--- src/rtl/mem_sched_pkg.sv ---
// Shared definitions for the memory scheduler: size codes, requester owners,
// FSM states and the byte-count / load-extension helpers.
package mem_sched_pkg;

  localparam logic [1:0] SZ_B = 2'd0;
  localparam logic [1:0] SZ_H = 2'd1;
  localparam logic [1:0] SZ_W = 2'd2;

  localparam logic RW_READ  = 1'b0;
  localparam logic RW_WRITE = 1'b1;

  typedef enum logic [1:0] {
    OWN_IF = 2'd0,
    OWN_LD = 2'd1,
    OWN_ST = 2'd2
  } owner_e;

  typedef enum logic [1:0] {
    S_IDLE = 2'd0,
    S_RD   = 2'd1,
    S_WR   = 2'd2,
    S_DONE = 2'd3
  } state_e;

  // Size code 3 falls through to a full word.
  function automatic logic [2:0] beats_of(input logic [1:0] sz);
    logic [2:0] n;
    case (sz)
      SZ_B:    n = 3'd1;
      SZ_H:    n = 3'd2;
      default: n = 3'd4;
    endcase
    return n;
  endfunction

  function automatic logic [31:0] extend_load(input logic [31:0] raw,
                                              input logic [1:0]  sz,
                                              input logic        sgn);
    logic [31:0] v;
    case (sz)
      SZ_B:    v = {{24{sgn & raw[7]}}, raw[7:0]};
      SZ_H:    v = {{16{sgn & raw[15]}}, raw[15:0]};
      default: v = raw;
    endcase
    return v;
  endfunction

endpackage

--- src/rtl/mem_byte_seq.sv ---
// Byte-beat sequencer: cycle counter, RAM address/write-lane drive and
// little-endian read assembly with sign/zero extension.
module mem_byte_seq
  import mem_sched_pkg::*;
#(
  parameter int ADDR_W = 32
) (
  input  logic              i_clk,
  input  logic              i_rst_n,
  input  logic              i_start,
  input  logic [ADDR_W-1:0] i_base,
  input  logic [1:0]        i_size,
  input  logic              i_signed,
  input  logic [31:0]       i_wdata,
  input  logic              i_step,
  input  logic              i_clr,
  input  logic              i_cap_en,
  input  logic [7:0]        i_rdata,
  output logic [2:0]        o_cyc,
  output logic [2:0]        o_nbeat,
  output logic              o_drv_v,
  output logic [ADDR_W-1:0] o_addr,
  output logic [7:0]        o_wbyte,
  output logic [31:0]       o_rd_word
);

  logic [ADDR_W-1:0] r_base;
  logic [1:0]        r_size;
  logic              r_signed;
  logic [31:0]       r_wdata;
  logic [2:0]        r_cyc;
  logic              r_drv_v;
  logic [ADDR_W-1:0] r_addr;
  logic [7:0]        r_wbyte;
  logic              r_prv_v;
  logic [1:0]        r_prv_idx;
  logic [3:0][7:0]   r_lane;

  logic [2:0]        w_nbeat;
  logic [2:0]        w_nxt_idx;
  logic              w_nxt_v;
  logic [ADDR_W-1:0] w_nxt_addr;
  logic [7:0]        w_nxt_byte;
  logic [31:0]       w_raw;

  assign w_nbeat    = beats_of(r_size);
  assign w_nxt_idx  = r_cyc + 3'd1;
  assign w_nxt_v    = (w_nxt_idx < w_nbeat);
  assign w_nxt_addr = r_base + ADDR_W'(w_nxt_idx);

  // Write lane for the next beat.
  always_comb begin
    w_nxt_byte = 8'd0;
    case (w_nxt_idx[1:0])
      2'd0:    w_nxt_byte = r_wdata[7:0];
      2'd1:    w_nxt_byte = r_wdata[15:8];
      2'd2:    w_nxt_byte = r_wdata[23:16];
      default: w_nxt_byte = r_wdata[31:24];
    endcase
  end

  // Merge the byte arriving this cycle so the ack edge sees the complete word.
  always_comb begin
    w_raw = 32'd0;
    for (int j = 0; j < 4; j++) begin
      if (r_prv_v && (r_prv_idx == 2'(j))) begin
        w_raw[8*j +: 8] = i_rdata;
      end else begin
        w_raw[8*j +: 8] = r_lane[j];
      end
    end
  end

  // Beat state: latch on start, advance on step, and tag each returning RAM
  // byte with the index driven one cycle earlier so stalls never misplace it.
  always_ff @(posedge i_clk or negedge i_rst_n) begin
    if (!i_rst_n) begin
      r_base    <= '0;
      r_size    <= 2'd0;
      r_signed  <= 1'b0;
      r_wdata   <= 32'd0;
      r_cyc     <= 3'd0;
      r_drv_v   <= 1'b0;
      r_addr    <= '0;
      r_wbyte   <= 8'd0;
      r_prv_v   <= 1'b0;
      r_prv_idx <= 2'd0;
      r_lane    <= '0;
    end else if (i_start) begin
      r_base    <= i_base;
      r_size    <= i_size;
      r_signed  <= i_signed;
      r_wdata   <= i_wdata;
      r_cyc     <= 3'd0;
      r_drv_v   <= 1'b1;
      r_addr    <= i_base;
      r_wbyte   <= i_wdata[7:0];
      r_prv_v   <= 1'b0;
      r_prv_idx <= 2'd0;
      r_lane    <= '0;
    end else if (i_clr) begin
      r_drv_v <= 1'b0;
      r_addr  <= '0;
      r_wbyte <= 8'd0;
      r_prv_v <= 1'b0;
    end else begin
      if (i_step) begin
        r_cyc   <= w_nxt_idx;
        r_drv_v <= w_nxt_v;
        r_addr  <= w_nxt_v ? w_nxt_addr : '0;
        r_wbyte <= w_nxt_v ? w_nxt_byte : 8'd0;
      end
      if (i_cap_en) begin
        if (r_prv_v) begin
          r_lane[r_prv_idx] <= i_rdata;
        end
        r_prv_v   <= r_drv_v;
        r_prv_idx <= r_cyc[1:0];
      end
    end
  end

  assign o_cyc     = r_cyc;
  assign o_nbeat   = w_nbeat;
  assign o_drv_v   = r_drv_v;
  assign o_addr    = r_addr;
  assign o_wbyte   = r_wbyte;
  assign o_rd_word = extend_load(w_raw, r_size, r_signed);

endmodule

--- src/rtl/mem_sched.sv ---
// mem_sched: owns the byte-wide RAM port for fetch, load and store commit.
// Fixed priority ST > LD > IF with an IF starvation guard and read abort on flush.
module mem_sched #(
  parameter int ADDR_W     = 32,
  parameter int STARVE_LIM = 8
) (
  input  logic              clk_in,
  input  logic              rst_in,
  input  logic              rdy_in,
  input  logic              flush_in,
  input  logic              if_req_in,
  input  logic [ADDR_W-1:0] if_addr_in,
  output logic              if_ack_out,
  output logic [31:0]       if_data_out,
  input  logic              ld_req_in,
  input  logic [ADDR_W-1:0] ld_addr_in,
  input  logic [1:0]        ld_size_in,
  input  logic              ld_signed_in,
  output logic              ld_ack_out,
  output logic [31:0]       ld_data_out,
  input  logic              st_req_in,
  input  logic [ADDR_W-1:0] st_addr_in,
  input  logic [1:0]        st_size_in,
  input  logic [31:0]       st_data_in,
  output logic              st_ack_out,
  input  logic [7:0]        ram_rdata_in,
  output logic [ADDR_W-1:0] ram_addr_out,
  output logic [7:0]        ram_wdata_out,
  output logic              ram_rw_out,
  output logic              busy_out
);

  import mem_sched_pkg::*;

  localparam int              SC_W   = (STARVE_LIM < 1) ? 1 : $clog2(STARVE_LIM + 1);
  localparam logic [SC_W-1:0] SC_LIM = SC_W'(STARVE_LIM);

  state_e            r_state, w_state_nxt;
  owner_e            r_owner, w_owner_nxt;
  logic [SC_W-1:0]   r_starve_cnt, w_starve_nxt;
  logic              r_if_ack, r_ld_ack, r_st_ack;
  logic [31:0]       r_if_data, r_ld_data;

  logic              w_start, w_step, w_clr, w_cap_en;
  logic              w_done_rd, w_done_wr, w_exit_done;
  logic              w_if_force;
  logic [ADDR_W-1:0] w_g_addr;
  logic [1:0]        w_g_size;
  logic              w_g_signed;
  logic [31:0]       w_g_wdata;
  logic [2:0]        w_cyc, w_nbeat;
  logic              w_drv_v;
  logic [ADDR_W-1:0] w_addr;
  logic [7:0]        w_wbyte;
  logic [31:0]       w_rd_word;

  assign w_if_force = if_req_in && !flush_in && (r_starve_cnt == SC_LIM);
  assign w_cap_en   = (r_state == S_RD) && !w_clr;

  // Arbitration, beat control and next-state decode.
  always_comb begin
    w_state_nxt  = r_state;
    w_owner_nxt  = r_owner;
    w_starve_nxt = r_starve_cnt;
    w_start      = 1'b0;
    w_step       = 1'b0;
    w_clr        = 1'b0;
    w_done_rd    = 1'b0;
    w_done_wr    = 1'b0;
    w_exit_done  = 1'b0;
    w_g_addr     = '0;
    w_g_size     = SZ_W;
    w_g_signed   = 1'b0;
    w_g_wdata    = 32'd0;
    case (r_state)
      S_IDLE: begin
        if (rdy_in) begin
          if (w_if_force) begin
            w_start     = 1'b1;
            w_owner_nxt = OWN_IF;
            w_g_addr    = if_addr_in;
            w_state_nxt = S_RD;
          end else if (st_req_in) begin
            w_start     = 1'b1;
            w_owner_nxt = OWN_ST;
            w_g_addr    = st_addr_in;
            w_g_size    = st_size_in;
            w_g_wdata   = st_data_in;
            w_state_nxt = S_WR;
          end else if (ld_req_in && !flush_in) begin
            w_start     = 1'b1;
            w_owner_nxt = OWN_LD;
            w_g_addr    = ld_addr_in;
            w_g_size    = ld_size_in;
            w_g_signed  = ld_signed_in;
            w_state_nxt = S_RD;
          end else if (if_req_in && !flush_in) begin
            w_start     = 1'b1;
            w_owner_nxt = OWN_IF;
            w_g_addr    = if_addr_in;
            w_state_nxt = S_RD;
          end else begin
            w_state_nxt = S_IDLE;
          end
          // Starvation window tracks only ST/LD wins over a waiting fetch.
          if (w_start && (w_owner_nxt == OWN_IF)) begin
            w_starve_nxt = '0;
          end else if (!if_req_in) begin
            w_starve_nxt = '0;
          end else if (w_start && (r_starve_cnt != SC_LIM)) begin
            w_starve_nxt = r_starve_cnt + SC_W'(1);
          end else begin
            w_starve_nxt = r_starve_cnt;
          end
        end else begin
          w_state_nxt = S_IDLE;
        end
      end
      S_RD: begin
        if (rdy_in) begin
          if (flush_in) begin
            w_clr       = 1'b1;
            w_state_nxt = S_IDLE;
          end else if (w_cyc == w_nbeat) begin
            w_done_rd   = 1'b1;
            w_state_nxt = S_DONE;
          end else begin
            w_step = 1'b1;
          end
        end else begin
          w_step = 1'b0;
        end
      end
      S_WR: begin
        if (rdy_in) begin
          w_step = 1'b1;
          if (w_cyc == (w_nbeat - 3'd1)) begin
            w_done_wr   = 1'b1;
            w_state_nxt = S_DONE;
          end else begin
            w_state_nxt = S_WR;
          end
        end else begin
          w_step = 1'b0;
        end
      end
      S_DONE: begin
        if (rdy_in) begin
          w_exit_done = 1'b1;
          w_state_nxt = S_IDLE;
        end else begin
          w_exit_done = 1'b0;
        end
      end
      default: begin
        w_clr       = 1'b1;
        w_state_nxt = S_IDLE;
      end
    endcase
  end

  // FSM state, current owner and starvation counter.
  always_ff @(posedge clk_in or negedge rst_in) begin
    if (!rst_in) begin
      r_state      <= S_IDLE;
      r_owner      <= OWN_IF;
      r_starve_cnt <= '0;
    end else begin
      r_state      <= w_state_nxt;
      r_owner      <= w_owner_nxt;
      r_starve_cnt <= w_starve_nxt;
    end
  end

  // Completion pulses and returned data; pulses clear as DONE is left.
  always_ff @(posedge clk_in or negedge rst_in) begin
    if (!rst_in) begin
      r_if_ack  <= 1'b0;
      r_ld_ack  <= 1'b0;
      r_st_ack  <= 1'b0;
      r_if_data <= 32'd0;
      r_ld_data <= 32'd0;
    end else if (w_done_rd) begin
      if (r_owner == OWN_IF) begin
        r_if_ack  <= 1'b1;
        r_if_data <= w_rd_word;
      end else begin
        r_ld_ack  <= 1'b1;
        r_ld_data <= w_rd_word;
      end
    end else if (w_done_wr) begin
      r_st_ack <= 1'b1;
    end else if (w_exit_done) begin
      r_if_ack <= 1'b0;
      r_ld_ack <= 1'b0;
      r_st_ack <= 1'b0;
    end
  end

  mem_byte_seq #(
    .ADDR_W (ADDR_W)
  ) u_seq (
    .i_clk     (clk_in),
    .i_rst_n   (rst_in),
    .i_start   (w_start),
    .i_base    (w_g_addr),
    .i_size    (w_g_size),
    .i_signed  (w_g_signed),
    .i_wdata   (w_g_wdata),
    .i_step    (w_step),
    .i_clr     (w_clr),
    .i_cap_en  (w_cap_en),
    .i_rdata   (ram_rdata_in),
    .o_cyc     (w_cyc),
    .o_nbeat   (w_nbeat),
    .o_drv_v   (w_drv_v),
    .o_addr    (w_addr),
    .o_wbyte   (w_wbyte),
    .o_rd_word (w_rd_word)
  );

  // A stalled write beat must not strobe the RAM, so rdy_in gates the strobe directly.
  assign ram_rw_out    = ((r_state == S_WR) && w_drv_v && rdy_in) ? RW_WRITE : RW_READ;
  assign ram_addr_out  = w_addr;
  assign ram_wdata_out = w_wbyte;
  assign busy_out      = (r_state != S_IDLE);
  assign if_ack_out    = r_if_ack;
  assign ld_ack_out    = r_ld_ack;
  assign st_ack_out    = r_st_ack;
  assign if_data_out   = r_if_data;
  assign ld_data_out   = r_ld_data;

endmodule

--- config.mk ---
export PLATFORM = sky130hd
export DESIGN_NAME = mem_sched
export DESIGN_NICKNAME = d
export VERILOG_FILES = /design/src/rtl/mem_sched_pkg.sv /design/src/rtl/mem_byte_seq.sv /design/src/rtl/mem_sched.sv
export SDC_FILE = /design/constraint.sdc
export NUM_CORES = 1
export LEC_CHECK = 0
export BUFFER_PORTS_ARGS = -buffer_cell sky130_fd_sc_hd__buf_2
export CAP_MARGIN = 20
export CORE_MARGIN = 1
export CORE_UTILIZATION = 49
export DETAILED_ROUTE_END_ITERATION = 12
export GPL_TIMING_DRIVEN = 0
export PLACE_DENSITY = 0.82
export SYNTH_ARGS = -nofsm -noshare
export SYNTH_HDL_FRONTEND = slang
export SYNTH_SLANG_ARGS = --single-unit
--- constraint.sdc ---
create_clock -name clk_in -period 2.5 [get_ports clk_in]
set_input_delay 0.25 -clock clk_in [delete_from_list [all_inputs] [get_ports clk_in]]
set_output_delay 0.25 -clock clk_in [all_outputs]
set_load 0.01 [all_outputs]
# [Word-level counts from Yosys, hierarchy flattened]
# Cells that the tools add are included.
[totals] out_inout_bits=109 input_bits=148 elab_cells=202 ff_bits=221
[op_classes] n_lt_le_gt_ge=3 muxes=107 reduce_logical=40 add_sub_neg=4 n_bitwise=4 eq_ne=22
[ops] cell="32-bit two-way mux" n=18
[ops] cell="8-bit two-way mux" n=9
[ops] cell="32-bit case mux with 2 select lines" n=1
[ops] cell="1-bit two-way mux" n=45
[ops] cell="2-bit two-way mux" n=22
[ops] cell="32-bit by 3-bit adder with 32-bit output" n=1
[ops] cell="32-bit bitwise mux" n=1
[ops] cell="8-bit case mux with 3 select lines" n=1
[ops] cell="8-bit demux with 2-bit select" n=1
[ops] cell="1-bit logical AND" n=13
[ops] cell="2-bit zero test" n=6
[ops] cell="4-bit two-way mux" n=3
[ops] cell="2-bit AND reduction" n=6
[ops] cell="3-bit AND reduction" n=4
[ops] cell="2-bit nonzero test" n=6
[ops] cell="2-bit equality test, second input constant" n=5
[ops] cell="2-bit inequality test, second input constant" n=5
[ops] cell="3-bit two-way mux" n=3
[ops] cell="2-bit by 1-bit equality test with 1-bit output, second input constant" n=4
[ops] cell="2-bit case mux with 4 select lines" n=1
[ops] cell="3-bit equality test" n=2
[ops] cell="3-bit case mux with 2 select lines" n=1
[ops] cell="3-bit nonzero test" n=2
[ops] cell="4-bit by 1-bit adder with 4-bit output, second input constant" n=1
[ops] cell="15 further kinds" n=19

# [Longest topological paths before layout]
# Gate-level depths: netlist of the first run.
[depth] word_depth=12 mapped_depth=12 mapped_depth_nobuf=9

# [Hierarchy]
# Synthesis of the first run repeated with hierarchy kept, for this count alone.
[unflattened] cells_unflattened=1063 area_unflattened_um2=11428.5
[modules_own_cells] module="mem_byte_seq" cells_each=681 seq_area_each_um2=3653.5 n_inst=1 area_per_inst_um2=7279.5
[modules_own_cells] module="mem_sched" cells_each=382 seq_area_each_um2=1876.8 n_inst=1 area_per_inst_um2=4149.0

# [Worst setup path before layout of the first run]
# No wires, ideal clock.
[synth_timing] path_type="reg2reg" startpoint="reg u_seq.r_cyc[1], in the netlist u_seq.o_cyc[1]" endpoint="reg u_seq.r_addr[23], in the netlist u_seq.o_addr[23]" n_path_buf=1 slack_ns=-0.238 required_ns=2.374 stages_incl_launch_ff=11 period_less_slack_ns=2.738 arrival_time_ns=2.612 setup_ns=0.126 cell_sequence="dfrtp_1 ha_1 xor2_1 ha_1 o211ai_1 or2_2 buf_2 nor3_1 nand4_1 xnor2_1 a221o_1"
[synth_between] elab_chain_len=6 elab_cells_between_ends=13 cone_classes="add/sub (2); order compare (1); eq/ne (1); mux (8); reduce/logical (1)"
[synth_rtl] element="start, declared" line_no="mem_byte_seq.sv:31" rtl="logic [2:0] r_cyc;"
[synth_rtl] element="start signal, assigned" line_no="mem_byte_seq.sv:108" rtl="r_cyc <= w_nxt_idx;"
[synth_rtl] element="3-bit by 1-bit adder with 3-bit output or 3-bit equality test (tied branches)" line_no="mem_byte_seq.sv:47, mem_sched.sv:124"
[synth_rtl] element="32-bit by 3-bit adder with 32-bit output (tied with other cells)" line_no="mem_byte_seq.sv:49" rtl="assign w_nxt_addr = r_base + ADDR_W'(w_nxt_idx);"
[synth_rtl] element="32-bit two-way mux or 1-bit two-way mux (tied branches)" line_no="mem_byte_seq.sv:110, mem_sched.sv:121"
[synth_rtl] element="32-bit two-way mux or 1-bit two-way mux (tied branches)" line_no="mem_byte_seq.sv:107, mem_sched.sv:120"
[synth_rtl] element="32-bit two-way mux or 1-bit case mux with 2 select lines (tied branches)" line_no="mem_byte_seq.sv:101, mem_sched.sv:75"
[synth_rtl] element="32-bit two-way mux or 3-bit nonzero test (tied branches)"
[synth_rtl] element="end signal, assigned" line_no="mem_byte_seq.sv:96" rtl="r_addr <= i_base;"
[synth_rtl] element="end signal, assigned" line_no="mem_byte_seq.sv:110" rtl="r_addr <= w_nxt_v ? w_nxt_addr : '0;"
[synth_rtl] element="end, declared" line_no="mem_byte_seq.sv:33" rtl="logic [ADDR_W-1:0] r_addr;"
# Several ways; a longest one is shown, not always the timed one. The select of a mux whose other input is x is not followed.
# A chain may end at the register's enable or synchronous reset.

# [Final worst setup path of the first run]
[layout_timing] startpoint="reg u_seq.r_cyc[0], in the netlist u_seq.o_cyc[0]" endpoint="reg u_seq.r_addr[28], in the netlist u_seq.o_addr[28]"
# The elaborated chain is that of the path after synthesis.

==> results of run 1 <==
routing by layer:
layer	global-route usage, %	vias up
met2	50.44	532
met4	14.90	0
met3	4.424	105
li1	-	4653
met5	0	-
met1	37.27	5031
flip-flops by register name (all words and copies together) (netlist names):
register and flops:
u_seq.r_lane 32, u_seq.o_cyc 3, r_state 2, if_ack_out 1, r_owner 2, u_seq.r_signed 1, u_seq.r_wdata 32, u_seq.o_addr 32
st_ack_out 1, r_starve_cnt 4, u_seq.r_prv_v 1, ld_data_out 32, ld_ack_out 1, u_seq.r_size 2, if_data_out 32, u_seq.r_prv_idx 2
u_seq.o_drv_v 1, u_seq.o_wbyte 8, u_seq.r_base 32
cell usage after synthesis, drive strengths merged (2+ instances only):
cell type  count
nand2        171
nor3b          2
xnor2         22
a221o         12
and2           2
nor2          87
inv           21
mux2i         26
ha            19
nor2b          5
a21boi         3
a22o          60
nor4           4
and3           8
nand3         40
o221ai         3
a22oi         20
o21ai         97
a222oi        17
o21a          12
xor2          17
a211oi         2
clkbuf        57
mux2           9
o311ai         3
nor3          11
or2            3
nand3b         2
or3            4
dfrtp        221
a221oi         9
nand4          9
buf           27
a21oi         67
a21o          29
how the worst max path moves through the flow:
stage,slack (ns),cells past startpoint,endpoint,from
2_1_floorplan,-0.007,10,u_seq.o_addr[23]$_DFFE_PN0P_,u_seq.o_cyc[1]$_DFFE_PN0P_
3_3_place_gp,-2.96,1,u_seq.o_cyc[1]$_DFFE_PN0P_,rst_in
3_5_place_dp,-0.61,11,if_ack_out$_DFFE_PN0P_,u_seq.r_size[1]$_DFFE_PN0P_
4_1_cts,-0.02,9,u_seq.o_addr[23]$_DFFE_PN0P_,u_seq.o_cyc[0]$_DFFE_PN0P_
5_1_grt,-0.16,10,u_seq.o_addr[14]$_DFFE_PN0P_,u_seq.o_cyc[0]$_DFFE_PN0P_
6_report,-0.03,9,u_seq.o_addr[28]$_DFFE_PN0P_,u_seq.o_cyc[0]$_DFFE_PN0P_
power breakdown:
group | leakage [nW] | total [mW] | switching (mW) | internal, mW
Clock | 0.338 | 3.23 | 1.37 | 1.86
Sequential | 2.93 | 5.43 | 0.850 | 4.58
Combinational | 3.79 | 5.45 | 3.12 | 2.33
stage by stage:
| step | std cells | area [um2] |
|---|---|---|
| 2_1_floorplan | 1113 | 10830 |
| 3_3_place_gp | 1637 | 12420 |
| 3_5_place_dp | 1638 | 12460 |
| 4_1_cts | 1729 | 13900 |
| 5_1_grt | 1740 | 14220 |
| 6_report | 1740 | 14220 |
logic make-up (layout without fill, tap and decap cells):
group	after synthesis	count (layout)	synth area share (%)
DFF	221	221	51.21
AOI/OAI and AO/OA	341	341	21.70
adders and majority gates	20	20	2.387
xor gates and xnor gates	39	39	3.163
and+or+nand+nor	351	351	14.11
muxes	35	35	3.348
buffers and inverters	106	458	4.078
worst max-delay path: stages, from the launching register on:
cell and delay, ns:
dfrtp_2 0.47, ha_4 0.20, xor2_4 0.17, ha_4 0.32
a21oi_4 0.06, or4_4 0.45, or2_4 0.32, nor3_4 0.14
xnor2_1 0.10, o31ai_1 0.23
final cells by class:
class	instances	area (um2)	area share [%]
Sequential cell	221	5535	38.92
Multi-Input combinational cell	786	5177	36.40
Timing Repair Buffer	315	1916	13.47
Clock buffer	34	636.9	4.477
Buffer	82	479.2	3.369
Tap cell	275	344.1	2.419
Inverter	22	85.08	0.5982
Clock inverter	5	50.05	0.3519
repair_timing:
| item | 4_1_cts | 5_1_grt |
|---|---|---|
| resized for setup | 80 | 73 |
| hold buffers | 34 | 0 |
| setup buffers | 19 | 10 |
| setup endpoints to repair | 132 | 127 |
| pin swaps | 19 | 25 |
| gates cloned | 1 | 2 |
| hold endpoints to repair | 137 | 0 |
==> results.cfg, run 1 <==
[floorplanning]
initial_core_util_pct = 50.73
fp.dieW_um = 150.5
dieArea_um2 = 22640
row_count = 53
ioPinCount = 257
fp.dieH_um = 150.5
core_um2 = 21290

[worst_setup_path]
r2r-start = u_seq.o_cyc[0]$_DFFE_PN0P_
worst_setup_path_end_kind = flip-flop
arrival_ns = 2.96
crit_required_ns = 2.92
startpoint_type = flip-flop
crit_type = reg2reg
worstPathMaxFanout = 5
r2r_slack_ns = -0.03
rr_endpoint = u_seq.o_addr[28]$_DFFE_PN0P_
rr_worst_depth = 9

[place]
numPortBuffers = 249
place_ws_ns = -0.6073
dp_hpwl_um = 23460
gp_congestion = 0.9299

[hold_path]
min_path_type = in2reg
hold_path_end = u_seq.r_lane[15]$_DFFE_PN0P_
hp-start = ram_rdata_in[7]
hold_path_depth = 3

[drt]
ant_nets = 0
dr.pass1.iters = 6
top_layer = met4
drt-initial-drc-count = 818
num_vias = 10320
wl_met2_um = 16870
wl_met1_um = 13070
wl_met3_um = 2639
route.detailed.drc = 0
via_per_inst = 5.932
wirelength_um = 34070
wl_per_cell_um = 19.58

[grt]
grt_first_pass_wirelength_um = 52270
grt_pass1_vias = 10160
overflow = 0
antenna_found_initial = 0
grt.total_usage_pct = 29.84
grt_max_degree = 118

[timing]
fmax_mhz = 394.6
rsz0062_at_grt = yes
post-route-period-util_pct = 101.4
worst_pin_slew_ns = 0.8361
holdWs_ns = 0.07903
slew_headroom_pct = 44.26
setup_violations = 3
drv_slew = 0
period_needed_ns = 2.534
fin_setup_tns_ns = -0.07338
hold_violations = 0
skew_ns = 0.02039
setup_ws_ns = -0.03432

[final_layout]
layout_common_cells = buf_2 (257), dfrtp_1 (217), nand2_1 (170)
mostFrequentLayoutCell = buf_2
fillers = 1614
num_antenna_cells = 0
drive_gt1_share_pct = 29.35
nets = 1619
syn_to_final_growth_pct = 31.71
final_util_pct = 66.82

[clocking]
cts_root_buffer = clkbuf_16
tritoncts = yes
clk_pin_slew_worst_paths_ns = 0.06
h-tree-depth = 1
cts.sinks = 221
cts_buffer_depth = 3
clock_latency_ns = 0.51
cts_made_buffers = 23

[logic_synthesis]
synth-seq-area-share_pct = 51.21
synth_area_leader_cell = dfrtp_1
synth_ff_type = dfrtp_1
synth_top_area_share_pct = 51.21
synth-seq-cells = 221
synth_nets = 1281
syn_area_um2 = 10800
netlist_instances = 1113
synth.avg_cell_area_um2 = 9.703
yosys_warnings = 0
yosys-top-cells-area = dfrtp_1 (51%), nand2_1 (5.9%), a22o_1 (4.9%)
synth-async-reset-ratio_pct = 100.0
ys_types = 58
synth_edf_count = 0

[power_and_ir_drop]
p_leak_nw = 7.056
max-vdd-ir-drop_mv = 0.5609
power_density_nw_per_um2 = 991.6
p_total_mw = 14.10

[outcome]
status = complete, but fails checks
violations = negative setup slack

[flow_run]
maxCapViolCount = 0
No activity file was read; power rests on OpenSTA's default activity.
==> run 2: changes to the inputs <==
- GPL_TIMING_DRIVEN: 0 -> default
==> results.cfg, run 2 (synthesized netlist as in run 1, its figures left out) <==
[outcome]
status = complete, but fails checks
violations = negative setup slack

[worst_setup_path]
critical_path.top_delay_family = simple AND/OR/NAND/NOR gates
worstPathMaxFanout = 3
worst_setup_path_end_kind = flip-flop
crit_required_ns = 2.90
startpoint_type = flip-flop
path_buf_inv = 0
crit_top_cell = ha_4
cp.depth = 8
rr_worst_depth = 8
max_stage_delay_ns = 0.46
cp-startpoint = u_seq.o_cyc[0]$_DFFE_PN0P_
arrival_ns = 2.91
crit_type = reg2reg
r2r-start = u_seq.o_cyc[0]$_DFFE_PN0P_
crit_chain = ha_4, xor2_4, ha_4, a21oi_1, or4_4, or2_4, xnor2_1, a221o_1
critPathSlowestCell = dfrtp_2

[hold_path]
hold_path_depth = 3
hp-start = ld_size_in[0]
min_path_type = in2reg

[clocking]
cts.sinks = 221
cts_root_buffer = clkbuf_16
clk_pin_slew_worst_paths_ns = 0.06
h-tree-depth = 1
cts_buffer_depth = 3
clock_latency_ns = 0.52
cts_made_buffers = 24
tritoncts = yes

[floorplanning]
ioPinCount = 257
fp.dieW_um = 150.5
core_um2 = 21290
dieArea_um2 = 22640
fp.dieH_um = 150.5
row_count = 53
initial_core_util_pct = 50.73

[power_and_ir_drop]
pwr-share-clk_pct = 27.1
p_sw_share_pct = 35.93
p_leak_nw = 6.994
power_density_nw_per_um2 = 1019
power.switching_mw = 5.143
max-vdd-ir-drop_mv = 0.5521
sequentialPowerShare_pct = 37.9
internal_power_mw = 9.173
power_frac_comb_pct = 35.0

[final_layout]
nets = 1570
fillers = 1633
mostFrequentLayoutCell = buf_2
syn_to_final_growth_pct = 30.10
num_antenna_cells = 0
final_cells = 1695
layout_common_cells = buf_2 (255), dfrtp_1 (219), nand2_1 (171)
drive_gt1_share_pct = 29.01

[timing]
setup_ws_ns = -0.004372
post-route-period-util_pct = 100.2
drv_slew = 0
fmax_mhz = 399.3
period_needed_ns = 2.504
rsz0062_at_grt = yes
hold_violations = 0
skew_ns = 0.009488
fin_setup_tns_ns = -0.004372
setup_violations = 1
worst_pin_slew_ns = 0.6578
slew_headroom_pct = 56.05

[place]
gp_congestion = 0.8771
dp_cells = 1610
numPortBuffers = 256
dp_hpwl_um = 21610

[grt]
grt_first_pass_wirelength_um = 49250
gr-usage-met1_pct = 33.38
antenna_found_initial = 1
grt.total_usage_pct = 27.78
grt_use_met3_pct = 4.697
grt-busiest-layer = met2
grt_pass1_vias = 9761
use_met2_pct = 49.22
overflow = 0
grt_max_degree = 78

[drt]
wirelength_um = 31400
via_per_inst = 5.767
wl_per_cell_um = 18.52
ant_nets = 0
num_vias = 9775
route.detailed.drc = 0
drt-initial-drc-count = 663
dr.pass1.iters = 6

[flow_run]
maxCapViolCount = 0
==> run 2: changes by cell type in the layout (fill, tap and decap cells not counted), sizes merged <==
cell         delta
clkbuf         -53
buf             +3
bufinv          +3
clkinvlp        +2
dlygate4sd3     -1
inv             +1
==> run 2: worst register-to-register path, cell delays in order, from the launching register on <==
cell and delay, ns:
dfrtp_2 0.46, ha_4 0.20, xor2_4 0.16, ha_4 0.29
a21oi_1 0.09, or4_4 0.45, or2_4 0.28, xnor2_1 0.13
a221o_1 0.32
==> run 2: power by group through the flow <==
stage / logic, mW / clock network, mW / registers (mW)
after floorplan: 2.82 / 0 / 5.39
after global placement: 4.49 / 0 / 5.40
after detailed placement: 4.65 / 0 / 5.42
after CTS: 4.77 / 3.91 / 5.39
after global routing: 5.49 / 4.06 / 5.52
final: 5.01 / 3.87 / 5.43
==> run 2: area by class of cell <==
type / instances / area [um2] / area share [%]
repair buffers: 347 / 2118 / 15.08
multi-input cells: 786 / 5086 / 36.20
clock buffers: 33 / 715.7 / 5.094
inverters: 22 / 85.08 / 0.6056
clock inverters: 11 / 167.7 / 1.193
flip-flops and latches: 221 / 5533 / 39.38
well taps: 275 / 344.1 / 2.449
==> run 2: metrics by stage <==
stage          hold WS, ns  instance area [um2]  util (%)  power, mW  setup slack, ns
6_report           0.03828                14050     66.00      14.32        -0.004372
3_3_place_gp        0.2737                12580     59.08      9.885         0.006322
4_1_cts            0.02450                13860     65.11      14.07        0.0006575
3_5_place_dp        0.2731                12580     59.08      10.07         -0.07514
5_1_grt            0.07138                14050     66.00      15.08          -0.1432
2_1_floorplan     -0.04559                10830         -      8.209        -0.007087
==> run 2: final timing paths <==
kind,to,slack (ns)
max,u_seq.o_addr[18]$_DFFE_PN0P_,-0.004
min,u_seq.r_size[0]$_DFFE_PN0P_,0.04
max reg2reg,u_seq.o_addr[18]$_DFFE_PN0P_,-0.004
min reg2reg,ld_data_out[20]$_DFFE_PN0P_,0.47
max in group asynchronous,u_seq.o_addr[3]$_DFFE_PN0P_,1.43
min in group asynchronous,if_data_out[10]$_DFFE_PN0P_,0.29
==> run 2: timing repair <==
action / 4_1_cts / 5_1_grt
resized for setup: 9 / 33
setup endpoints to repair: 14 / 72
buffers inserted: 3 / 5
hold buffers: 33 / 0
pin swaps: 7 / 14
endpoints found under the hold margin: 104 / 0
==> run 2: layer usage <==
layer,wire length [um],part of all wire [%]
met5,11,0.035
met4,1096,3.5
met3,2005,6.4
met2,16120,51
met1,12160,39
==> run 3: changes to the inputs <==
- ABC_AREA: default -> 1
- CORE_UTILIZATION: 49 -> 50
- SETUP_SLACK_MARGIN: default -> 0.02
==> results.cfg, run 3 <==
[outcome]
status = finished, final reports clean

[logic_synthesis]
synth_common_cells = nand2_1 (696), dfrtp_1 (221), inv_1 (135)
synth_area_leader_cell = dfrtp_1
synth-adder-area-share_pct = 2.130
synth_top_family_by_area = simple AND/OR/NAND/NOR gates
yosys-top-cells-area = dfrtp_1 (46%), nand2_1 (22%), o21ai_0 (5.1%)
synth_compound_area_share_pct = 12.37
yosys_warnings = 0
synth-seq-area-share_pct = 45.69
syn_area_um2 = 12100
synth.area.mux_share_pct = 0
synth_ff_type = dfrtp_1
ys_types = 40
synth_most_common_cell = nand2_1
synth_edf_count = 0
synth.avg_cell_area_um2 = 7.090
synth-async-reset-ratio_pct = 100.0
synth_top_area_share_pct = 45.69
synthSimpleGateAreaFrac_pct = 32.14
synth_nets = 1875
synth_xor_area_share_pct = 0.2171
netlist_instances = 1707
synth-seq-cells = 221

[drt]
dr.pass1.iters = 5
via_per_inst = 5.458
route.detailed.drc = 0
drt-initial-drc-count = 1313
num_vias = 12630
ant_nets = 0
wl_per_cell_um = 17.03
wirelength_um = 39400

[timing]
fin_setup_tns_ns = 0
skew_ns = 0.01872
hold_violations = 0
drv_slew = 0
worst_pin_slew_ns = 1.123
setup_violations = 0
post-route-period-util_pct = 94.33
rsz0062_at_grt = no
slew_headroom_pct = 24.85
fmax_mhz = 424.1
period_needed_ns = 2.358
setup_ws_ns = 0.1418

[place]
numPortBuffers = 256
gp_congestion = 1.000
place_ws_ns = 0.09338
dp_cells = 2236
dp_hpwl_um = 27770

[worst_setup_path]
startpoint_type = flip-flop
crit_required_ns = 2.96
worstPathMaxFanout = 10
crit_type = reg2reg
arrival_ns = 2.82
worst_setup_path_end_kind = flip-flop
r2r_slack_ns = 0.14

[grt]
grt_first_pass_wirelength_um = 60580
overflow = 0
antenna_found_initial = 0
grt.total_usage_pct = 31.08
grt_max_degree = 66
grt_pass1_vias = 11780

[final_layout]
drive_gt1_share_pct = 18.41
layout_common_cells = nand2_1 (693), buf_2 (255), dfrtp_1 (219)
syn_to_final_growth_pct = 23.80
final_cells = 2314
nets = 2144
mostFrequentLayoutCell = nand2_1

[flow_run]
maxCapViolCount = 0

[clocking]
cts_root_buffer = clkbuf_16
tritoncts = yes
clk_pin_slew_worst_paths_ns = 0.06
cts_made_buffers = 24
cts.sinks = 221
h-tree-depth = 1
cts_buffer_depth = 3
clock_latency_ns = 0.52

[floorplanning]
core_um2 = 23610
ioPinCount = 257
dieArea_um2 = 24830
initial_core_util_pct = 51.26
fp.dieH_um = 157.6
fp.dieW_um = 157.6
row_count = 56

[power_and_ir_drop]
power_density_nw_per_um2 = 994.3
p_leak_nw = 8.391
max-vdd-ir-drop_mv = 0.6869

[hold_path]
min_path_type = in2reg
==> run 3: cell types whose count changed after synthesis, sizes merged, moves of 19 or more <==
cell	before	now
a22o	60	0
a21o	29	0
o22ai	1	32
a22oi	20	1
nor2	87	136
clkbuf	57	29
buf	27	50
xnor2	22	1
nand3	40	115
o21ai	97	142
nand2	171	701
mux2i	26	0
inv	21	139
==> run 3: cell type report <==
class	instances	area [um2]
antenna	1	2.502
multi-input combinational	1267	5719
clock inverter	9	108.9
inverter	140	528.0
sequential	221	5533
timing repair buffer	322	2011
clock buffer	35	681.9
fill	2092	8630
tap	319	399.1
==> run 3: final timing paths <==
kind	cells after the start	to	startpoint
max	14	u_seq.o_addr[9]$_DFFE_PN0P_	u_seq.r_size[1]$_DFFE_PN0P_
min	3	u_seq.r_size[0]$_DFFE_PN0P_	ld_size_in[0]
max reg2reg	14	u_seq.o_addr[9]$_DFFE_PN0P_	u_seq.r_size[1]$_DFFE_PN0P_
min reg2reg	2	if_data_out[4]$_DFFE_PN0P_	if_data_out[4]$_DFFE_PN0P_
max in group asynchronous	3	u_seq.r_wdata[30]$_DFFE_PN0P_	rst_in
min in group asynchronous	2	if_ack_out$_DFFE_PN0P_	rst_in
==> run 3: metrics by stage <==
stage,power (mW),utilization [%],hold WS (ns),cell area [um2]
finish,14.90,63.45,0.01015,14980
global route,15.78,63.44,0.004692,14980
CTS,14.21,62.79,0.0002391,14830
detailed placement,10.58,58.30,0.2536,13770
global placement,10.42,58.30,0.2510,13770
floorplan,8.683,-,-0.04559,12110
==> run 3: routing by layer <==
metal	track usage (%)	share of wire [%]	vias to the layer above
met4	10.91	3.5	0
met1	41.80	41	5933
met2	50.29	47	577
met3	5.694	8.3	115
met5	0	0	-
li1	-	-	6005
==> run 3: cell families (layout without fill, tap and decap cells) <==
| group | after synthesis | in the layout |
|---|---|---|
| AND/OR/NAND/NOR | 970 | 970 |
| AO/OA/AOI/OAI | 274 | 274 |
| flip-flops | 221 | 221 |
| buffers and inverters | 219 | 506 |
| adder cells (fa/ha/maj) | 20 | 20 |
| XOR/XNOR | 3 | 3 |
| other | 0 | 1 |
==> run 3: timing repair <==
action | 4_1_cts | 5_1_grt
gates resized for setup | 0 | 16
hold buffers | 27 | 0
endpoints found under the setup margin | 0 | 43
hold endpoints to repair | 87 | 0
buffers inserted | 0 | 2
==> run 3: critical path, cell delays in order, from the launching register on <==
cell       delay (ns)
dfrtp_1          0.40
nor2_2           0.17
inv_1            0.08
ha_2             0.20
inv_2            0.07
ha_1             0.25
a21oi_1          0.16
o211ai_1         0.18
nor2_4           0.14
buf_12           0.14
clkbuf_16        0.17
nand2_1          0.05
o21ai_0          0.15
nand2_1          0.07
nand2_1          0.05
==> run 3: power breakdown <==
group,internal [mW],total (mW),switching (mW)
Combinational,2.26,6.08,3.82
Clock,2.10,3.55,1.44
Sequential,4.52,5.26,0.745
